File: config.mk
export PLATFORM = sky130hd
export DESIGN_NAME = hex_print_engine
export DESIGN_NICKNAME = d
export VERILOG_FILES = /design/src/rtl/hex_print_engine.sv
export SDC_FILE = /design/constraint.sdc
export NUM_CORES = 1
export LEC_CHECK = 0
export CAP_MARGIN = 20
export CORE_MARGIN = 1
export CORE_UTILIZATION = 30
export DETAILED_ROUTE_END_ITERATION = 10
export PLACE_DENSITY = 0.53
export SLEW_MARGIN = 20
export SYNTH_ARGS = -nofsm -noshare
export SYNTH_HDL_FRONTEND = slang
export SYNTH_SLANG_ARGS = --single-unit
File: constraint.sdc
create_clock -name clk -period 7.25 [get_ports clk]
set_clock_uncertainty 0.2 [all_clocks]
set_input_delay 2.175 -clock clk [delete_from_list [all_inputs] [get_ports clk]]
set_output_delay 2.175 -clock clk [all_outputs]
set_load 0.02 [all_outputs]
File: src/rtl/hex_print_engine.sv
// hex_print_engine
//   Turns a print request into a byte stream for a UART transmitter. A type-0
//   request sends dout_tx[7:0] raw. A type-1 request sends the 32-bit word as
//   eight uppercase hex digits, MSB nibble first, followed by SEP_CHAR.
//
// Ports
//   clk      system clock, rising edge
//   rstn     asynchronous active-low reset
//   req_tx   print request level, held by the requester until ack_tx
//   type_tx  0 = raw character, 1 = 32-bit hex word
//   dout_tx  data to print, captured on acceptance
//   ack_tx   one-cycle pulse once the request is fully transmitted
//   d_tx     byte to the transmitter
//   vld_tx   d_tx valid
//   rdy_tx   transmitter can accept a byte
//
// state | meaning
// IDLE  | waiting for req_tx, captures dout_tx/type_tx on acceptance
// SEND  | presenting bytes, one transfer per vld_tx & rdy_tx edge
// ACK   | ack_tx high for this single cycle
// REL   | waiting for req_tx to drop so a held request is not re-accepted
module hex_print_engine #(
  parameter logic [7:0] SEP_CHAR = 8'h20
) (
  input  logic        clk,
  input  logic        rstn,
  input  logic        req_tx,
  input  logic        type_tx,
  input  logic [31:0] dout_tx,
  output logic        ack_tx,
  output logic [7:0]  d_tx,
  output logic        vld_tx,
  input  logic        rdy_tx
);

  typedef enum logic [1:0] {
    IDLE = 2'd0,
    SEND = 2'd1,
    ACK  = 2'd2,
    REL  = 2'd3
  } state_t;

  state_t      state, state_nxt;
  logic [3:0]  cnt, cnt_nxt;
  logic [31:0] data_q, data_nxt;
  logic        type_q, type_nxt;
  logic [7:0]  d_nxt;
  logic        vld_nxt;
  logic        ack_nxt;
  logic [31:0] data_shifted;

  function automatic logic [7:0] hex_char(input logic [3:0] n);
    if (n < 4'd10) hex_char = 8'h30 + {4'h0, n};
    else           hex_char = 8'h41 + ({4'h0, n} - 8'd10);
  endfunction

  // While cnt = c (3..9) is showing, the digit to present after the transfer
  // lives at bits [4*(c-3)+3 : 4*(c-3)] of the captured word.
  assign data_shifted = data_q >> {cnt - 4'd3, 2'b00};

  always_ff @(posedge clk or negedge rstn) begin
    if (!rstn) begin
      state  <= IDLE;
      cnt    <= 4'd0;
      data_q <= 32'h0;
      type_q <= 1'b0;
      d_tx   <= 8'h00;
      vld_tx <= 1'b0;
      ack_tx <= 1'b0;
    end else begin
      state  <= state_nxt;
      cnt    <= cnt_nxt;
      data_q <= data_nxt;
      type_q <= type_nxt;
      d_tx   <= d_nxt;
      vld_tx <= vld_nxt;
      ack_tx <= ack_nxt;
    end
  end

  always_comb begin
    state_nxt = state;
    cnt_nxt   = cnt;
    data_nxt  = data_q;
    type_nxt  = type_q;
    d_nxt     = d_tx;
    vld_nxt   = vld_tx;
    ack_nxt   = 1'b0;
    unique case (state)
      IDLE: begin
        if (req_tx) begin
          data_nxt  = dout_tx;
          type_nxt  = type_tx;
          cnt_nxt   = type_tx ? 4'd9 : 4'd1;
          d_nxt     = type_tx ? hex_char(dout_tx[31:28]) : dout_tx[7:0];
          vld_nxt   = 1'b1;
          state_nxt = SEND;
        end
      end
      SEND: begin
        if (rdy_tx) begin
          if (cnt <= 4'd1) begin
            // final byte: stop presenting, pulse ack in the following cycle
            cnt_nxt   = 4'd0;
            vld_nxt   = 1'b0;
            ack_nxt   = 1'b1;
            state_nxt = ACK;
          end else begin
            cnt_nxt = cnt - 4'd1;
            if (type_q && cnt == 4'd2) d_nxt = SEP_CHAR;
            else                       d_nxt = hex_char(data_shifted[3:0]);
          end
        end
      end
      ACK: begin
        state_nxt = REL;
      end
      REL: begin
        if (!req_tx) state_nxt = IDLE;
      end
      default: begin
        state_nxt = IDLE;
      end
    endcase
  end

endmodule

==> results.toml <==
[sta]
rsz0062_at_grt = "false"
slew_viol_final = 0
tightest_slew_ns = 0.637
final-setup-viol-count = 0
final.period_utilization_pct = 61.1
finalSetupTns_ns = 0
slew_headroom_pct = 57.6
min_period_ns = 4.43
final-hold-violation-count = 0
clock.fmax_ghz = 0.226

[critical_path]
end_kind = "flop"
crit_family = "compound AO/OA/AOI/OAI gates"
crit_path_max_fanout = 4
r2r_start = "cnt[0]"
r2r_cells = 11
critPathLaunchType = "input pin"
slowest_stage = "a311oi_1"
crit_arrival_ns = 4.44
critPathMaxStageDelay_ns = 0.44
critical_path_class = "in2reg"
path_buf_inv = 3
worstPathCellList = "clkdlybuf4s50_1, inv_1, ha_1, inv_1, ha_1, nand3b_1, xor2_1, a311oi_1, or3_1, o21ai_0, a211oi_1"
timing.rr.end = "d_tx[3]"
rrSetupSlack_ns = 3.29
required_ns = 7.27
crit_path_start = "dout_tx[29]"

[logic_synthesis]
synth.top_cell.area_share_pct = 43.8
synthDistinctLibCells = 43
synth_nets = 307
syn_inst = 254
ys.flop_type = "dfrtp_1"
synthArstFlopShare_pct = 100
synth.area.top_cells = "dfrtp_1 44%, mux2_2 13%, ha_1 7.1%"
yosys_warnings = 0
syn_avg_cell_area_um2 = 11.0
synth_top_cell_by_area = "dfrtp_1"
synth_seq_area_share_pct = 43.8
netlist_area_mm2 = 0.00280
synth_seq_cells = 49
synth_most_common_cell = "dfrtp_1"
synth_edf_count = 0
synthTopCellsByCount = "49 x dfrtp_1, 32 x mux2_2, 19 x nand2_1"

[clock_tree]
clk_path_buf_depth = 2
htreeDepth = 2
root_buffer = "clkbuf_8"
post-cts-setup-buffers = 0
hold_buffers = 0
cts_tree = "yes"
ctsResizeCount = 0
clock-sinks = 49
cts_made_buffers = 5
worst_setup_hold_path_clk_slew_ns = 0.09
clock_latency_ns = 0.30

[global_route]
grt_busiest_layer = "met2"
grt_pass1_vias = 1985
grt_pass1_wl_um = 10200
grt_util_met2_pct = 22.6
grt_overflow = 0
antenna_found_initial = 0
grt_util_all_layers_pct = 13.6
grt_util_met1_pct = 17.5
grt_use_met3_pct = 3.19
grt_max_degree = 50

[placed_design]
gp_congestion = 0.868
placed_area_mm2 = 0.00337
port_buffers = 46
hpwl_um = 4720

[drt]
vias = 1978
first_iter_violations = 52
viasPerCell = 4.84
first_pass_iters = 4
ant_nets = 0
drt-total-wl_um = 6180
wl_per_cell_um = 15.1
drc = 0

[final_layout]
multi_input_area_mm2 = 0.00148
fin_util_pct = 38.9
drive_gt1_share_pct = 17.3
area_growth_pct = 23.6
seq_area_mm2 = 0.00123
fillers = 874
n_antenna_cell = 0
nets = 353
final_area_mm2 = 0.00346

[die]
die_h_um = 98.6
std_cell_rows = 34
start_util_pct = 31.5
core_area_mm2 = 0.00889
ios = 47
fp.dieW_um = 98.6
die_area_mm2 = 0.00972

[worst_hold_path]
hold_class = "reg2reg"
worstHoldStart = "type_q"
min_path_cells = 2
holdPathEnd = "type_q"

[pwr]
leakagePower_nw = 1.48
power_density_mw_per_mm2 = 470
ir_worst_vdd_mv = 0.136

[run]
maxCapViolations = 0

[status]
outcome = "complete, no violations"
==> stage by stage <==
step	setup WS (ns)	std cells	hold slack, ns	power [mW]
2_1_floorplan	3.18	254	0.245	1.22
3_3_place_gp	2.58	401	0.262	1.47
3_5_place_dp	2.48	401	0.281	1.48
4_1_cts	2.82	409	0.303	1.65
5_1_grt	2.59	409	0.324	1.77
6_report	2.82	409	0.295	1.63
==> metal layers <==
metal  share of wire, %  vias to the layer above  routed length (um)
met4               0.92                        0                  57
met1                 46                      935                2860
met3                3.3                        5                 205
met5                  0                        -                   0
li1                   -                     1001                   -
met2                 49                       37                3050
==> where the power goes <==
part | total, mW | internal (mW) | switching, mW
sequential | 0.501 | 0.410 | 0.0907
clock | 0.162 | 0.0681 | 0.0941
combinational | 0.965 | 0.477 | 0.488
==> layout make-up <==
cell class	count	area share, %
Sequential cell	49	35.4
Timing Repair Buffer	49	13.8
Clock buffer	6	2.10
Tap cell	108	3.90
Inverter	14	1.52
Multi-Input combinational cell	181	42.8
Clock inverter	2	0.434
==> worst max path at each step <==
stage                     endpoint  cells after the start  slack, ns
after floorplan            d_tx[4]                     10       3.18
after global placement     d_tx[4]                     11       2.58
after detailed placement   d_tx[4]                     11       2.48
after CTS                  d_tx[4]                     11       2.82
after global routing       d_tx[4]                     11       2.59
final                      d_tx[4]                     11       2.82
==> registers in the layout, indices dropped and copies added (netlist names) <==
signal  flops
data_q     32
d_tx        8
cnt         4
state       2
ack_tx      1
type_q      1
vld_tx      1
==> worst reg2reg max path, cell delays in order (launching register included) <==
cell     delay (ns)
dfrtp_1        0.60
inv_1          0.26
ha_1           0.71
mux4_2         0.58
mux2_2         0.31
nand2_1        0.13
ha_1           0.15
inv_1          0.04
ha_1           0.31
nor4b_1        0.32
o21ai_0        0.12
a31oi_1        0.16
==> layout by cell type (no fill, tap or decap), drive strengths merged, types with 3 or more instances in the layout <==
cell and instances:
dfrtp 49, xor2 3, clkdlybuf4s50 45, mux2i 9, nor2 16, a21oi 10, xnor2 7, and2 4
nand2 19, buf 4, nor3 5, clkbuf 6, nor2b 3, a31oi 3, inv 14, ha 16
nand3 4, mux2 32, mux4 6, o21ai 15
==> kinds of logic after synthesis <==
| kind of cell | after synthesis | share of synthesized area (%) |
|---|---|---|
| AOI/OAI and AO/OA | 47 | 11.0 |
| DFF | 49 | 43.8 |
| muxes | 47 | 20.9 |
| and+or+nand+nor | 61 | 10.5 |
| adders and majority gates | 16 | 7.15 |
| xor gates and xnor gates | 10 | 3.40 |
| buffers and inverters | 24 | 3.26 |
No activity file was read; power rests on OpenSTA's default activity.
